--- config.mk ---
export PLATFORM = sky130hd
export DESIGN_NAME = nn_output_scorer_flat
export DESIGN_NICKNAME = d
export VERILOG_FILES = /design/src/rtl/nn_output_scorer_if.sv /design/src/rtl/nn_output_scorer.sv /design/src/flat_wrapper.sv
export SDC_FILE = /design/constraint.sdc
export NUM_CORES = 1
export LEC_CHECK = 0
export BUFFER_PORTS_ARGS = -buffer_cell sky130_fd_sc_hd__buf_2
export CORE_MARGIN = 2
export CORE_UTILIZATION = 36
export CTS_BUF_LIST = sky130_fd_sc_hd__clkbuf_8
export CTS_CLUSTER_SIZE = 40
export DETAILED_ROUTE_END_ITERATION = 8
export GPL_ROUTABILITY_DRIVEN = 1
export HOLD_SLACK_MARGIN = 0.05
export SYNTH_ARGS = -nofsm -noshare
export SYNTH_HDL_FRONTEND = slang
export SYNTH_SLANG_ARGS = --single-unit
--- constraint.sdc ---
create_clock -name clk -period 4.5 [get_ports clk]
set_input_delay 0.225 -clock clk [delete_from_list [all_inputs] [get_ports clk]]
set_output_delay 0.225 -clock clk [all_outputs]
set_load 0.005 [all_outputs]
--- src/rtl/nn_output_scorer_if.sv ---
// Signal bundle between the MAC/control sequencer and the output-layer scorer.
// The sequencer drives through the master modport; the scorer uses slave.
interface nn_output_scorer_if;
  logic               rst_Acc;
  logic               ld_Acc;
  logic signed [15:0] acc_in;
  logic               ld_val;
  logic        [3:0]  neuron_idx;
  logic               t;
  logic        [3:0]  label;
  logic               ld_Cor;
  logic               rst_Cor;
  logic signed [23:0] acc_out;
  logic        [3:0]  pred;
  logic               pred_valid;
  logic        [15:0] correct_cnt;
  logic        [15:0] sample_cnt;
  logic               err;

  modport master (
    output rst_Acc, ld_Acc, acc_in, ld_val, neuron_idx, t, label, ld_Cor, rst_Cor,
    input  acc_out, pred, pred_valid, correct_cnt, sample_cnt, err
  );

  modport slave (
    input  rst_Acc, ld_Acc, acc_in, ld_val, neuron_idx, t, label, ld_Cor, rst_Cor,
    output acc_out, pred, pred_valid, correct_cnt, sample_cnt, err
  );
endinterface

--- src/rtl/nn_output_scorer.sv ---
// Output-layer scorer: saturating neuron accumulator, argmax scan over up to
// ten output neurons, and saturating correct/sample counters.
module nn_output_scorer #(
  parameter int DATA_W = 16,
  parameter int ACC_W  = 24,
  parameter int CNT_W  = 16
) (
  input  logic             clk,
  input  logic             rst,
  nn_output_scorer_if.slave bus
);

  typedef enum logic [1:0] {IDLE, SCAN, HOLD} state_t;

  localparam logic [3:0] LAST_IDX = 4'd9;

  logic signed [ACC_W-1:0] acc_p0;
  logic signed [ACC_W:0]   acc_sum;

  state_t                  state;
  state_t                  state_mid;
  logic signed [ACC_W-1:0] best_val;
  logic        [3:0]       best_idx;
  logic signed [ACC_W-1:0] next_val;
  logic        [3:0]       next_idx;
  logic        [3:0]       pred;
  logic                    pred_valid;
  logic                    err;
  logic        [CNT_W-1:0] correct_cnt;
  logic        [CNT_W-1:0] sample_cnt;
  logic                    cor_hit;
  logic                    cor_err;
  logic                    val_bad;

  function automatic logic signed [ACC_W-1:0] sat_acc(input logic signed [ACC_W:0] s);
    logic signed [ACC_W-1:0] r;
    if (s[ACC_W] != s[ACC_W-1])
      r = s[ACC_W] ? {1'b1, {(ACC_W-1){1'b0}}} : {1'b0, {(ACC_W-1){1'b1}}};
    else
      r = s[ACC_W-1:0];
    return r;
  endfunction

  function automatic logic [CNT_W-1:0] sat_inc(input logic [CNT_W-1:0] c);
    return (c == {CNT_W{1'b1}}) ? c : c + {{(CNT_W-1){1'b0}}, 1'b1};
  endfunction

  // Stage p0: accumulator, one extra bit of headroom before saturation
  assign acc_sum = {acc_p0[ACC_W-1], acc_p0}
                 + {{(ACC_W+1-DATA_W){bus.acc_in[DATA_W-1]}}, bus.acc_in};

  always_ff @(posedge clk or negedge rst) begin
    if (!rst)
      acc_p0 <= '0;
    else if (bus.rst_Acc)
      acc_p0 <= '0;
    else if (bus.ld_Acc)
      acc_p0 <= sat_acc(acc_sum);
  end

  // Scoring is resolved before ld_val so a same-cycle ld_val sees the post-score state
  assign cor_hit = bus.ld_Cor && (state == HOLD);
  assign cor_err = bus.ld_Cor && (state != HOLD);

  always_comb begin
    state_mid = state;
    if (cor_hit)
      state_mid = IDLE;
  end

  assign val_bad = bus.ld_val &&
                   ((bus.neuron_idx > LAST_IDX) ||
                    ((bus.neuron_idx != 4'd0) && (state_mid != SCAN)));

  always_comb begin
    next_val = best_val;
    next_idx = best_idx;
    if (acc_p0 > best_val) begin
      next_val = acc_p0;
      next_idx = bus.neuron_idx;
    end
  end

  always_ff @(posedge clk or negedge rst) begin
    if (!rst) begin
      state       <= IDLE;
      best_val    <= '0;
      best_idx    <= '0;
      pred        <= '0;
      pred_valid  <= 1'b0;
      err         <= 1'b0;
      correct_cnt <= '0;
      sample_cnt  <= '0;
    end else begin
      pred_valid <= 1'b0;
      err        <= cor_err | val_bad;
      state      <= state_mid;

      if (bus.rst_Cor) begin
        correct_cnt <= '0;
        sample_cnt  <= '0;
      end else if (cor_hit) begin
        sample_cnt <= sat_inc(sample_cnt);
        if (pred == bus.label)
          correct_cnt <= sat_inc(correct_cnt);
      end

      if (bus.ld_val && !val_bad) begin
        if (bus.neuron_idx == 4'd0) begin
          best_val <= acc_p0;
          best_idx <= 4'd0;
          if (bus.t) begin
            pred       <= 4'd0;
            pred_valid <= 1'b1;
            state      <= HOLD;
          end else begin
            state <= SCAN;
          end
        end else begin
          best_val <= next_val;
          best_idx <= next_idx;
          if (bus.t) begin
            pred       <= next_idx;
            pred_valid <= 1'b1;
            state      <= HOLD;
          end
        end
      end
    end
  end

  assign bus.acc_out     = acc_p0;
  assign bus.pred        = pred;
  assign bus.pred_valid  = pred_valid;
  assign bus.err         = err;
  assign bus.correct_cnt = correct_cnt;
  assign bus.sample_cnt  = sample_cnt;

endmodule

--- src/flat_wrapper.sv ---
// flat-port wrapper written by rule: the top's interface ports become plain ports
module nn_output_scorer_flat 
#(
  parameter int DATA_W = 16,
  parameter int ACC_W  = 24,
  parameter int CNT_W  = 16
)
  (clk, rst, bus_rst_Acc, bus_ld_Acc, bus_acc_in, bus_ld_val, bus_neuron_idx, bus_t, bus_label, bus_ld_Cor, bus_rst_Cor, bus_acc_out, bus_pred, bus_pred_valid, bus_correct_cnt, bus_sample_cnt, bus_err);
  nn_output_scorer_if bus_i ();
  input  logic clk;
  input  logic rst;
  input wire logic [$bits(bus_i.rst_Acc)-1:0] bus_rst_Acc;
  input wire logic [$bits(bus_i.ld_Acc)-1:0] bus_ld_Acc;
  input wire logic [$bits(bus_i.acc_in)-1:0] bus_acc_in;
  input wire logic [$bits(bus_i.ld_val)-1:0] bus_ld_val;
  input wire logic [$bits(bus_i.neuron_idx)-1:0] bus_neuron_idx;
  input wire logic [$bits(bus_i.t)-1:0] bus_t;
  input wire logic [$bits(bus_i.label)-1:0] bus_label;
  input wire logic [$bits(bus_i.ld_Cor)-1:0] bus_ld_Cor;
  input wire logic [$bits(bus_i.rst_Cor)-1:0] bus_rst_Cor;
  output wire logic [$bits(bus_i.acc_out)-1:0] bus_acc_out;
  output wire logic [$bits(bus_i.pred)-1:0] bus_pred;
  output wire logic [$bits(bus_i.pred_valid)-1:0] bus_pred_valid;
  output wire logic [$bits(bus_i.correct_cnt)-1:0] bus_correct_cnt;
  output wire logic [$bits(bus_i.sample_cnt)-1:0] bus_sample_cnt;
  output wire logic [$bits(bus_i.err)-1:0] bus_err;
  assign bus_i.rst_Acc = bus_rst_Acc;
  assign bus_i.ld_Acc = bus_ld_Acc;
  assign bus_i.acc_in = bus_acc_in;
  assign bus_i.ld_val = bus_ld_val;
  assign bus_i.neuron_idx = bus_neuron_idx;
  assign bus_i.t = bus_t;
  assign bus_i.label = bus_label;
  assign bus_i.ld_Cor = bus_ld_Cor;
  assign bus_i.rst_Cor = bus_rst_Cor;
  assign bus_acc_out = bus_i.acc_out;
  assign bus_pred = bus_i.pred;
  assign bus_pred_valid = bus_i.pred_valid;
  assign bus_correct_cnt = bus_i.correct_cnt;
  assign bus_sample_cnt = bus_i.sample_cnt;
  assign bus_err = bus_i.err;
  nn_output_scorer #(.DATA_W(DATA_W), .ACC_W(ACC_W), .CNT_W(CNT_W)) u_core (.clk(clk), .rst(rst), .bus(bus_i));
endmodule
==> results of run 1 <==
-- what timing repair did --
item | 4_1_cts | 5_1_grt
endpoints found under the setup margin | 0 | 0
endpoints found under the hold margin | 43 | 0
hold buffers | 1 | 0
-- state kept, by name, indices dropped and copies added, names as in the netlist --
| signal | cells |
|---|---|
| u_core.bus.err | 1 |
| u_core.bus.sample_cnt | 16 |
| u_core.best_idx | 4 |
| u_core.bus.acc_out | 24 |
| u_core.bus.pred_valid | 1 |
| u_core.bus.correct_cnt | 16 |
| u_core.bus.pred | 4 |
| u_core.state | 2 |
| u_core.best_val | 24 |
-- cells by family (layout without fill, tap and decap cells) --
| kind of cell | after synthesis | after routing | synth area share, % |
|---|---|---|---|
| muxes | 38 | 38 | 8.409 |
| DFF | 92 | 92 | 38.78 |
| AOI/OAI and AO/OA | 134 | 134 | 14.90 |
| buffers and inverters | 56 | 153 | 4.299 |
| adders and majority gates | 51 | 51 | 10.87 |
| and+or+nand+nor | 198 | 198 | 15.51 |
| xor gates and xnor gates | 49 | 49 | 7.229 |
-- cell type report --
cell class | instances | area [um2]
clock buffer | 9 | 123.9
clock inverter | 7 | 122.6
fill | 1639 | 9151
inverter | 40 | 150.1
multi-input combinational | 470 | 3379
sequential | 92 | 2302
tap | 216 | 270.3
timing repair buffer | 97 | 500.5
-- metrics by stage --
step           area (um2)  std cells
2_1_floorplan        5937        618
3_3_place_gp         6593        914
3_5_place_dp         6593        914
4_1_cts              6849        931
5_1_grt              6849        931
6_report             6849        931
-- cells in the mapped netlist (all sizes together), types with 3 or more instances --
library cell and count:
mux2i 13, buf 7, nand4 15, and4 5, a21oi 36, xor2 32
o211ai 7, a211oi 6, o21bai 5, nand2b 3, mux2 25, dfrtp 92
nor2b 3, and2 5, and3 5, nand3 18, inv 40, nand3b 3
clkbuf 9, a21o 13, nor3 5, or3 3, o21ai 41, nand2 62
nor2 65, ha 50, xnor2 17, a31oi 3
-- final timing paths --
check	start	end	slack, ns	depth (start not counted)
worst max-delay path	u_core.bus.acc_out[0]	u_core.bus.acc_out[2]	1.17	10
worst min register to register	u_core.best_val[2]	u_core.best_val[2]	0.51	1
worst min-delay path	bus_rst_Acc	u_core.bus.acc_out[23]	0.13	2
min in group asynchronous	rst	u_core.bus.sample_cnt[6]	0.42	2
worst max register to register	u_core.bus.acc_out[0]	u_core.bus.acc_out[2]	1.17	10
max in group asynchronous	rst	u_core.best_val[9]	3.03	3
-- layer usage --
metal	up-vias	wire, um
met3	15	649
li1	2368	-
met4	0	192
met1	2249	6442
met5	-	0
met2	125	6016
-- power groups by stage --
stage | registers [mW] | logic, mW | clock network [mW]
finish | 1.23 | 1.59 | 0.667
CTS | 1.23 | 1.61 | 0.688
floorplan | 1.18 | 1.24 | 0
detailed placement | 1.24 | 1.60 | 0
global placement | 1.23 | 1.56 | 0
global route | 1.26 | 1.81 | 0.722
==> load_flow_metrics.sql, run 1 <==
INSERT INTO impl_metrics (metric_group, metric, value, unit) VALUES
('synthesis', 'postSynthAreaPerCell', '9.607', 'um2'),
('placement', 'dp_hpwl', '10370', 'um'),
('sta', 'timing.final.ws_setup', '1.170', 'ns'),
('setup_path', 'series_of_cell_instances_along_the_critical_path', 'ha_1, fa_1, a211oi_1, o21a_1, a2111oi_2, o21bai_1, a21oi_1, mux2_2, nand3b_1, o21ai_1', ''),
('clock_network', 'cts_inserted_buffers', '9', ''),
('setup_path', 'cpLargestDelayFamily', 'compound AO/OA/AOI/OAI gates', ''),
('clock_network', 'post_cts_resized', '0', ''),
('clock_network', 'clock-sinks', '92', ''),
('clock_network', 'cts-htree-levels', '3', ''),
('synthesis', 'synth_fp_nets', '701', ''),
('routing', 'via_per_inst', '5.110', ''),
('setup_path', 'worst-setup-path-type', 'reg -> reg', ''),
('placement', 'detailedPlace.worstSlack', '1.179', 'ns'),
('sta', 'fin_crit', '3.330', 'ns'),
('grt', 'largest_net_degree_at_the_start_of_global_routing', '50', ''),
('grt', 'top_usage_layer', 'met2', ''),
('sta', 'final-max-slew-violation-count', '0', ''),
('routing', 'postRouteAntennaNets', '0', ''),
('clock_network', 'cts.clk_slew.worst_paths', '0.09', 'ns'),
('layout', 'areaGrowthSynthToFinish', '15.36', '%'),
('sta', 'finalHoldViolations', '0', ''),
('setup_path', 'timing.critical_path.slowest_cell_delay', '0.55', 'ns'),
('sta', 'timing.clock.skew', '0.01569', 'ns'),
('grt', 'first_global_vias', '4660', ''),
('floorplanning', 'die_x', '132.4', 'um'),
('routing', 'drt_iter0_drc', '145', ''),
('setup_path', 'worst-path-max-fanout', '23', ''),
('synthesis', 'postSynth.asyncResetShare', '100.0', '%'),
('synthesis', 'synth_enable_flop_cells', '0', ''),
('sta', 'max_clock_freq', '300.3', 'MHz'),
('placement', 'gp_congestion', '0.9213', ''),
('power', 'vdd_ir_drop_max', '167.3', 'uV'),
('floorplanning', 'coreArea', '0.01600', 'mm2'),
('synthesis', 'yosys_warnings', '0', ''),
('setup_path', 'cp_data_arrival_time', '3.60', 'ns'),
('grt', 'grtUsageMet2', '25.39', '%'),
('routing', 'post_drt_wl_per_cell', '14.29', 'um'),
('power', 'post-layout-total-power', '3.490', 'mW'),
('routing', 'detailedRoute.firstPassIterationCount', '4', ''),
('sta', 'setup_tns', '0', 'ns'),
('synthesis', 'synthesis_stage_register_bit_count', '92', ''),
('clock_network', 'clock_tree.buffer_depth', '2', ''),
('outcome', 'status', 'finished clean', ''),
('setup_path', 'cp_slowest_cell', 'nand3b_1', ''),
('synthesis', 'synth.area.top_cells', 'dfrtp_1 (39%), ha_1 (11%), mux2_4 (5.1%)', ''),
('floorplanning', 'number_of_i_o_pins', '94', ''),
('sta', 'slew_headroom', '18.91', '%'),
('setup_path', 'critPathLaunchType', 'flip-flop', ''),
('power', 'power.net_switching', '1.329', 'mW'),
('floorplanning', 'core.rowCount', '46', ''),
('power', 'combinational_share_of_power', '45.7', '%'),
('hold_path', 'worst_hold_path_type', 'in -> reg', ''),
('floorplanning', 'dieArea', '0.01754', 'mm2'),
('grt', 'antenna_found_initial', '0', ''),
('routing', 'final_wirelength', '13300', 'um'),
('power', 'power.share.switching', '38.09', '%'),
('synthesis', 'synth_largest_area_cell', 'dfrtp_1', ''),
('power', 'leakage', '3.493', 'nW'),
('setup_path', 'timing.critical_path.required', '4.77', 'ns'),
('placement', 'place.port_buffers', '93', ''),
('clock_network', 'clock_insertion_delay_worst_skew', '0.36', 'ns'),
('routing', 'dr_total_vias', '4757', ''),
('setup_path', 'end_kind', 'flip-flop', ''),
('floorplanning', 'initial_core_util', '37.11', '%'),
('power', 'seq_power_share', '35.2', '%'),
('sta', 'grt_setup_unrepaired', 'false', ''),
('floorplanning', 'height_of_the_die', '132.4', 'um'),
('sta', 'final_min_period_over_clock_period', '74.01', '%'),
('power', 'pwr_cell_area', '509.5', 'mW/mm2'),
('power', 'pwr-share-clk', '19.1', '%'),
('layout', 'final_cell_mix', 'buf_2 (92), dfrtp_1 (92), nor2_1 (65)', '');
No activity file was read; power rests on OpenSTA's default activity.
==> inputs of run 2 (changes only) <==
==> constraint.sdc (replaced) <==
create_clock -name clk -period 3.01 [get_ports clk]
set_input_delay 0.1505 -clock clk [delete_from_list [all_inputs] [get_ports clk]]
set_output_delay 0.1505 -clock clk [all_outputs]
set_load 0.005 [all_outputs]
==> run 2 against run 1 <==
Net effect: total power up 53%; register-to-register slack worse by 1.0 ns; via count is 1.8% higher; non-clock buffer count rose by 32; count of clock-buffer cells in the layout up 2; global-route usage up 0.85 points.
==> load_flow_metrics.sql, run 2 (synthesis results as in run 1) <==
INSERT INTO impl_metrics (metric_group, metric, value, unit) VALUES
('setup_path', 'timing.critical_path.required', '3.28', 'ns'),
('sta', 'setup_tns', '0', 'ns'),
('setup_path', 'worst-path-max-fanout', '16', ''),
('routing', 'via_per_inst', '5.029', ''),
('clock_network', 'cts_tree', 'yes', ''),
('setup_path', 'worst-setup-path-type', 'reg -> reg', ''),
('layout', 'areaGrowthSynthToFinish', '20.51', '%'),
('sta', 'final_min_period_over_clock_period', '95.92', '%'),
('grt', 'grtUsageMet2', '26.17', '%'),
('grt', 'use_met3', '2.912', '%'),
('layout', 'nNetsFinal', '825', ''),
('routing', 'final_wirelength', '13940', 'um'),
('layout', 'fraction_of_layout_instances_using_a_drive_strength_above_1', '25.44', '%'),
('grt', 'top_usage_layer', 'met2', ''),
('layout', 'fillers', '1616', ''),
('clock_network', 'clock_tree.buffer_depth', '2', ''),
('routing', 'dr_total_vias', '4843', ''),
('sta', 'timing.clock.skew', '0.01004', 'ns'),
('routing', 'detailedRoute.firstPassIterationCount', '4', ''),
('clock_network', 'cts_inserted_buffers', '9', ''),
('power', 'p_int', '3.298', 'mW'),
('power', 'leakage', '3.636', 'nW'),
('placement', 'place.port_buffers', '93', ''),
('routing', 'postRouteAntennaNets', '0', ''),
('floorplanning', 'initial_core_util', '37.11', '%'),
('placement', 'dp_hpwl', '11000', 'um'),
('sta', 'grt_setup_unrepaired', 'true', ''),
('grt', 'largest_net_degree_at_the_start_of_global_routing', '59', ''),
('placement', 'gp_congestion', '0.9252', ''),
('power', 'post-layout-total-power', '5.350', 'mW'),
('power', 'vdd_ir_drop_max', '251.2', 'uV'),
('placement', 'dpl.cell_count', '942', ''),
('floorplanning', 'height_of_the_die', '132.4', 'um'),
('job', 'drv.max_cap_violation_count', '0', ''),
('clock_network', 'clock-sinks', '92', ''),
('sta', 'fin_crit', '2.887', 'ns'),
('routing', 'drc', '0', ''),
('grt', 'globalRoute.totalOverflow', '0', ''),
('sta', 'max_clock_freq', '346.4', 'MHz'),
('layout', 'layout.cells.most_common', 'buf_2', ''),
('floorplanning', 'die_x', '132.4', 'um'),
('grt', 'grt.total_usage', '16.38', '%'),
('sta', 'finalSetupViolations', '0', ''),
('power', 'pwr-share-clk', '16.2', '%'),
('clock_network', 'cts.clk_slew.worst_paths', '0.09', 'ns'),
('grt', 'antenna_found_initial', '0', ''),
('placement', 'detailedPlace.worstSlack', '0.1165', 'ns'),
('hold_path', 'worst_hold_path_type', 'in -> reg', ''),
('clock_network', 'clock_insertion_delay_worst_skew', '0.36', 'ns'),
('setup_path', 'critPathLaunchType', 'flip-flop', ''),
('layout', 'final_cell_count_no_fill', '963', ''),
('power', 'combinational_share_of_power', '50.6', '%'),
('power', 'power.share.switching', '38.35', '%'),
('clock_network', 'cts_root_buffer', 'clkbuf_8', ''),
('outcome', 'status', 'finished clean', ''),
('sta', 'worst_slew_pin_tran', '0.7635', 'ns'),
('floorplanning', 'coreArea', '0.01600', 'mm2'),
('routing', 'drt_iter0_drc', '167', ''),
('setup_path', 'end_kind', 'flip-flop', ''),
('routing', 'post_drt_wl_per_cell', '14.47', 'um'),
('power', 'power.net_switching', '2.052', 'mW'),
('layout', 'insertedDiodeCount', '0', ''),
('placement', 'placed_area', '0.006828', 'mm2'),
('layout', 'stdcell_area', '0.007154', 'mm2'),
('setup_path', 'cp_data_arrival_time', '3.16', 'ns'),
('layout', 'final_cell_mix', 'buf_2 (92), dfrtp_1 (90), nor2_1 (65)', ''),
('grt', 'grt_pass1_wl', '23700', 'um'),
('clock_network', 'cts-htree-levels', '3', ''),
('sta', 'slew_headroom', '49.10', '%'),
('setup_path', 'regToRegSetupSlack', '0.12', 'ns'),
('sta', 'timing.final.ws_setup', '0.1228', 'ns'),
('power', 'seq_power_share', '33.2', '%'),
('grt', 'gr-usage-met1', '23.24', '%'),
('floorplanning', 'dieArea', '0.01754', 'mm2'),
('grt', 'first_global_vias', '4873', ''),
('power', 'pwr_cell_area', '747.8', 'mW/mm2'),
('floorplanning', 'number_of_i_o_pins', '94', ''),
('floorplanning', 'core.rowCount', '46', ''),
('sta', 'final-max-slew-violation-count', '0', ''),
('sta', 'finalHoldViolations', '0', '');
==> run 2: metal layers <==
layer / wire length, um / part of all wire, %
met1: 6944 / 50
met4: 145 / 1.0
met5: 0 / 0
met3: 617 / 4.4
met2: 6229 / 45
==> run 2: path summary, 6_finish.rpt <==
| check | from | to | cells past startpoint |
|---|---|---|---|
| max | u_core.bus.acc_out[9] | u_core.bus.acc_out[5] | 10 |
| min | bus_neuron_idx[1] | u_core.best_idx[1] | 3 |
| max reg2reg | u_core.bus.acc_out[9] | u_core.bus.acc_out[5] | 10 |
| min reg2reg | u_core.best_val[3] | u_core.best_val[3] | 1 |
| max in group asynchronous | rst | u_core.bus.acc_out[3] | 3 |
| min in group asynchronous | rst | u_core.bus.sample_cnt[8] | 2 |
==> run 2: power by group through the flow <==
stage	registers, mW	logic (mW)	clock network, mW
6_report	1.77	2.71	0.867
5_1_grt	1.82	3.05	0.955
4_1_cts	1.77	2.68	0.904
3_5_place_dp	1.78	2.67	0
3_3_place_gp	1.78	2.60	0
2_1_floorplan	1.77	1.86	0
==> run 2: metrics by stage <==
stage / hold slack [ns] / util [%]
3_5_place_dp: 0.2739 / 42.67
6_report: 0.06929 / 44.71
2_1_floorplan: -0.1451 / -
5_1_grt: 0.06426 / 44.71
4_1_cts: 0.05251 / 44.24
3_3_place_gp: 0.2570 / 42.67
==> run 2: layout make-up <==
type	instances	area, um2	share of cell area [%]
clock buffer	11	151.4	2.116
timing repair buffer	129	773.2	10.81
inverter	40	150.1	2.099
sequential	92	2305	32.21
multi-input combinational	470	3446	48.16
tap	216	270.3	3.778
clock inverter	5	58.81	0.8220
==> run 2: critical path, stage by stage (launching register included) <==
cell and delay [ns]:
dfrtp_1 0.42, ha_2 0.38, nand4_1 0.20, nor2_1 0.16
nand4_1 0.22, a311o_1 0.45, a311o_1 0.34, a21boi_2 0.22
buf_12 0.17, mux2i_1 0.08, o22ai_1 0.17
==> run 2: what timing repair did <==
| item | in CTS | in global routing |
|---|---|---|
| endpoints found under the setup margin | 0 | 43 |
| hold buffers | 4 | 0 |
| hold endpoints to repair | 60 | 0 |
| gates resized for setup | 0 | 15 |
| buffers inserted | 0 | 1 |
==> inputs of run 3 (changes only) <==
--- a/config.mk
+++ b/config.mk
@@ -5,6 +5,7 @@
 export SDC_FILE = /design/constraint.sdc
 export NUM_CORES = 1
 export LEC_CHECK = 0
+export ABC_AREA = 1
 export BUFFER_PORTS_ARGS = -buffer_cell sky130_fd_sc_hd__buf_2
 export CORE_MARGIN = 2
 export CORE_UTILIZATION = 36
==> run 3 against run 2 <==
Net effect: count of clock-buffer cells in the layout down 2; clock skew up 0.00053 ns; first-iteration DRC count increased by 110%; critical endpoint is now u_core.bus.acc_out[10]; non-clock buffer count fell by 26; combinational power up 33%; synthesized cell count grew 57%; largest power group unchanged.
==> load_flow_metrics.sql, run 3 <==
INSERT INTO impl_metrics (metric_group, metric, value, unit) VALUES
('outcome', 'status', 'finished clean', ''),
('synthesis', 'post_synth_instance_area', '0.006788', 'mm2'),
('setup_path', 'worst-path-max-fanout', '23', ''),
('layout', 'final_cell_mix', 'nand2_1 (319), inv_1 (124), buf_2 (92), dfrtp_1 (92), nand3_1 (90)', ''),
('placement', 'placed_area', '0.007485', 'mm2'),
('setup_path', 'timing.critical_path.slowest_cell_delay', '0.44', 'ns'),
('layout', 'utilization', '41.39', '%'),
('setup_path', 'timing.critical_path.required', '3.31', 'ns'),
('sta', 'final-max-slew-violation-count', '0', ''),
('clock_network', 'cts-htree-levels', '3', ''),
('hold_path', 'worstHoldEndpoint', 'u_core.state[0]', ''),
('setup_path', 'critPathLaunchType', 'flip-flop', ''),
('setup_path', 'worst-setup-path-type', 'reg -> reg', ''),
('setup_path', 'cp_data_arrival_time', '2.93', 'ns'),
('sta', 'finalHoldViolations', '0', ''),
('routing', 'final_wirelength', '17810', 'um'),
('synthesis', 'synthesis_stage_register_bit_count', '92', ''),
('power', 'post-layout-total-power', '6.317', 'mW'),
('synthesis', 'postSynthAreaPerCell', '6.983', 'um2'),
('setup_path', 'series_of_cell_instances_along_the_critical_path', 'ha_1, fa_1, nand3_1, nand2_1, nand3_1, nand2_2, nand2_1, nand4_1, nand2_2, nor2_2, nor2_4, nand2_1, nand2_1', ''),
('setup_path', 'crit-reg2reg-launch', 'u_core.bus.acc_out[0]', ''),
('setup_path', 'timing.reg2reg.worst_path_depth', '13', ''),
('sta', 'finalSetupViolations', '0', ''),
('placement', 'dpl.cell_count', '1287', ''),
('clock_network', 'hold_buffers', '3', ''),
('floorplanning', 'height_of_the_die', '141.3', 'um'),
('routing', 'drc', '0', ''),
('sta', 'max_clock_freq', '380.0', 'MHz'),
('layout', 'nNetsFinal', '1150', ''),
('sta', 'worst_slew_pin_tran', '0.6888', 'ns'),
('routing', 'via_per_inst', '4.887', ''),
('grt', 'largest_net_degree_at_the_start_of_global_routing', '52', ''),
('grt', 'first_global_vias', '6062', ''),
('sta', 'grt_setup_unrepaired', 'false', ''),
('layout', 'multi_input_area', '0.003879', 'mm2'),
('placement', 'dp_hpwl', '13810', 'um'),
('clock_network', 'cts_tree', 'yes', ''),
('placement', 'place.port_buffers', '93', ''),
('power', 'vdd_ir_drop_max', '397.5', 'uV'),
('synthesis', 'postSynth.asyncResetShare', '100.0', '%'),
('layout', 'seqCellArea', '0.002302', 'mm2'),
('synthesis', 'synthFlopType', 'dfrtp_1', ''),
('layout', 'layout.cells.most_common', 'nand2_1', ''),
('layout', 'final_cell_count_no_fill', '1306', ''),
('routing', 'drt_iter0_drc', '354', ''),
('floorplanning', 'core.rowCount', '50', ''),
('clock_network', 'post_cts_setup_bufs', '0', ''),
('hold_path', 'worst_hold_path_type', 'in -> reg', ''),
('sta', 'final_min_period_over_clock_period', '87.43', '%'),
('sta', 'timing.final.ws_setup', '0.3783', 'ns'),
('sta', 'fin_crit', '2.632', 'ns'),
('job', 'drv.max_cap_violation_count', '0', ''),
('clock_network', 'clock_insertion_delay_worst_skew', '0.36', 'ns'),
('layout', 'areaGrowthSynthToFinish', '13.31', '%'),
('grt', 'globalRoute.totalOverflow', '0', ''),
('floorplanning', 'coreArea', '0.01858', 'mm2'),
('clock_network', 'cts.clk_slew.worst_paths', '0.10', 'ns'),
('synthesis', 'yosys_warnings', '0', ''),
('power', 'pwr_cell_area', '821.3', 'mW/mm2'),
('floorplanning', 'initial_core_util', '36.53', '%'),
('synthesis', 'synth.lib_cells_used.distinct', '38', ''),
('clock_network', 'post_cts_resized', '0', ''),
('setup_path', 'regToRegSetupSlack', '0.38', 'ns'),
('synthesis', 'yosys-top-cells-count', 'nand2_1 (319), inv_1 (123), dfrtp_1 (92), nand3_1 (90), nor2_1 (65)', ''),
('grt', 'antenna_found_initial', '0', ''),
('placement', 'detailedPlace.worstSlack', '0.4044', 'ns'),
('synthesis', 'synth.area.top_cells', 'dfrtp_1 (34%), nand2_1 (18%), ha_1 (9.2%)', ''),
('clock_network', 'cts_root_buffer', 'clkbuf_8', ''),
('clock_network', 'clock-sinks', '92', ''),
('sta', 'setup_tns', '0', 'ns'),
('synthesis', 'synth_largest_area_cell', 'dfrtp_1', ''),
('floorplanning', 'die_x', '141.3', 'um'),
('setup_path', 'timing.critical_path.mode_cell', 'nand2_1', ''),
('layout', 'fraction_of_layout_instances_using_a_drive_strength_above_1', '14.27', '%'),
('synthesis', 'yosysMostFrequentCell', 'nand2_1', ''),
('hold_path', 'hold_path_depth', '4', ''),
('layout', 'fillers', '1989', ''),
('layout', 'stdcell_area', '0.007691', 'mm2'),
('power', 'leakage', '4.147', 'nW'),
('synthesis', 'synth_fp_nets', '1055', ''),
('synthesis', 'synth.yosys.seq_area_share', '33.92', '%'),
('routing', 'post_drt_wl_per_cell', '13.64', 'um'),
('floorplanning', 'dieArea', '0.01997', 'mm2'),
('hold_path', 'timing.hold.worst.start', 'bus_neuron_idx[0]', ''),
('placement', 'gp_congestion', '0.9291', ''),
('floorplanning', 'number_of_i_o_pins', '94', ''),
('clock_network', 'clock_tree.buffer_depth', '2', ''),
('routing', 'detailedRoute.firstPassIterationCount', '4', ''),
('setup_path', 'worstReg2RegEnd', 'u_core.bus.acc_out[10]', ''),
('routing', 'postRouteAntennaNets', '0', ''),
('routing', 'dr_total_vias', '6383', ''),
('sta', 'slew_headroom', '54.08', '%'),
('synthesis', 'synth_enable_flop_cells', '0', ''),
('grt', 'grt.total_usage', '18.20', '%'),
('setup_path', 'cpLargestDelayFamily', 'simple AND/OR/NAND/NOR gates', ''),
('grt', 'grt_pass1_wl', '29770', 'um'),
('layout', 'insertedDiodeCount', '0', ''),
('sta', 'timing.clock.skew', '0.01057', 'ns'),
('setup_path', 'end_kind', 'flip-flop', ''),
('sta', 'worst_case_hold_slack', '0.1427', 'ns'),
('setup_path', 'cp_slowest_cell', 'dfrtp_1', ''),
('setup_path', 'timing.critical_path.buf_inv', '0', ''),
('setup_path', 'startpoint', 'u_core.bus.acc_out[0]', ''),
('clock_network', 'cts_inserted_buffers', '9', ''),
('synthesis', 'postSynthCellCount', '972', ''),
('synthesis', 'synth_top_area_share', '33.92', '%');
-- run 3: routing by layer --
metal	global-route usage, %	wire length [um]	up-vias
met5	0	0	-
met4	5.789	309	0
met3	1.890	620	21
met2	29.99	8279	123
met1	25.22	8601	2920
li1	-	-	3319
-- run 3: area by class of cell --
| type | count | area share [%] |
|---|---|---|
| repair buffers | 103 | 7.321 |
| multi-input cells | 735 | 50.43 |
| flip-flops and latches | 92 | 29.93 |
| well taps | 234 | 3.807 |
| clock inverters | 7 | 0.6833 |
| clock buffers | 9 | 1.611 |
| inverters | 126 | 6.214 |
-- run 3: worst max path at each step --
| stage | endpoint | slack [ns] | cells after the start |
|---|---|---|---|
| 6_report | u_core.bus.acc_out[10] | 0.38 | 13 |
| 5_1_grt | u_core.bus.acc_out[22] | 0.11 | 13 |
| 4_1_cts | u_core.bus.acc_out[10] | 0.38 | 13 |
| 3_5_place_dp | u_core.bus.acc_out[10] | 0.40 | 13 |
| 3_3_place_gp | u_core.bus.acc_out[6] | 0.49 | 13 |
| 2_1_floorplan | u_core.bus.acc_out[10] | 0.79 | 15 |
-- run 3: logic make-up after synthesis --
kind of cell             synth area share [%]
AO/OA/AOI/OAI                           8.000
AND/OR/NAND/NOR                         36.15
XOR/XNOR                                3.484
buffers and inverters                   8.940
flip-flops                              33.92
adder cells (fa/ha/maj)                 9.512
-- run 3: tightest hold or removal path, cell delays in order --
cell     delay, ns
buf_2         0.13
nor4_4        0.07
nand2_1       0.06
a21oi_1       0.05
-- run 3: report_power, final --
group	internal [mW]	switching (mW)	total (mW)
registers	1.57	0.377	1.94
clock network	0.306	0.470	0.776
logic	1.32	2.28	3.60
total	3.19	3.12	6.32
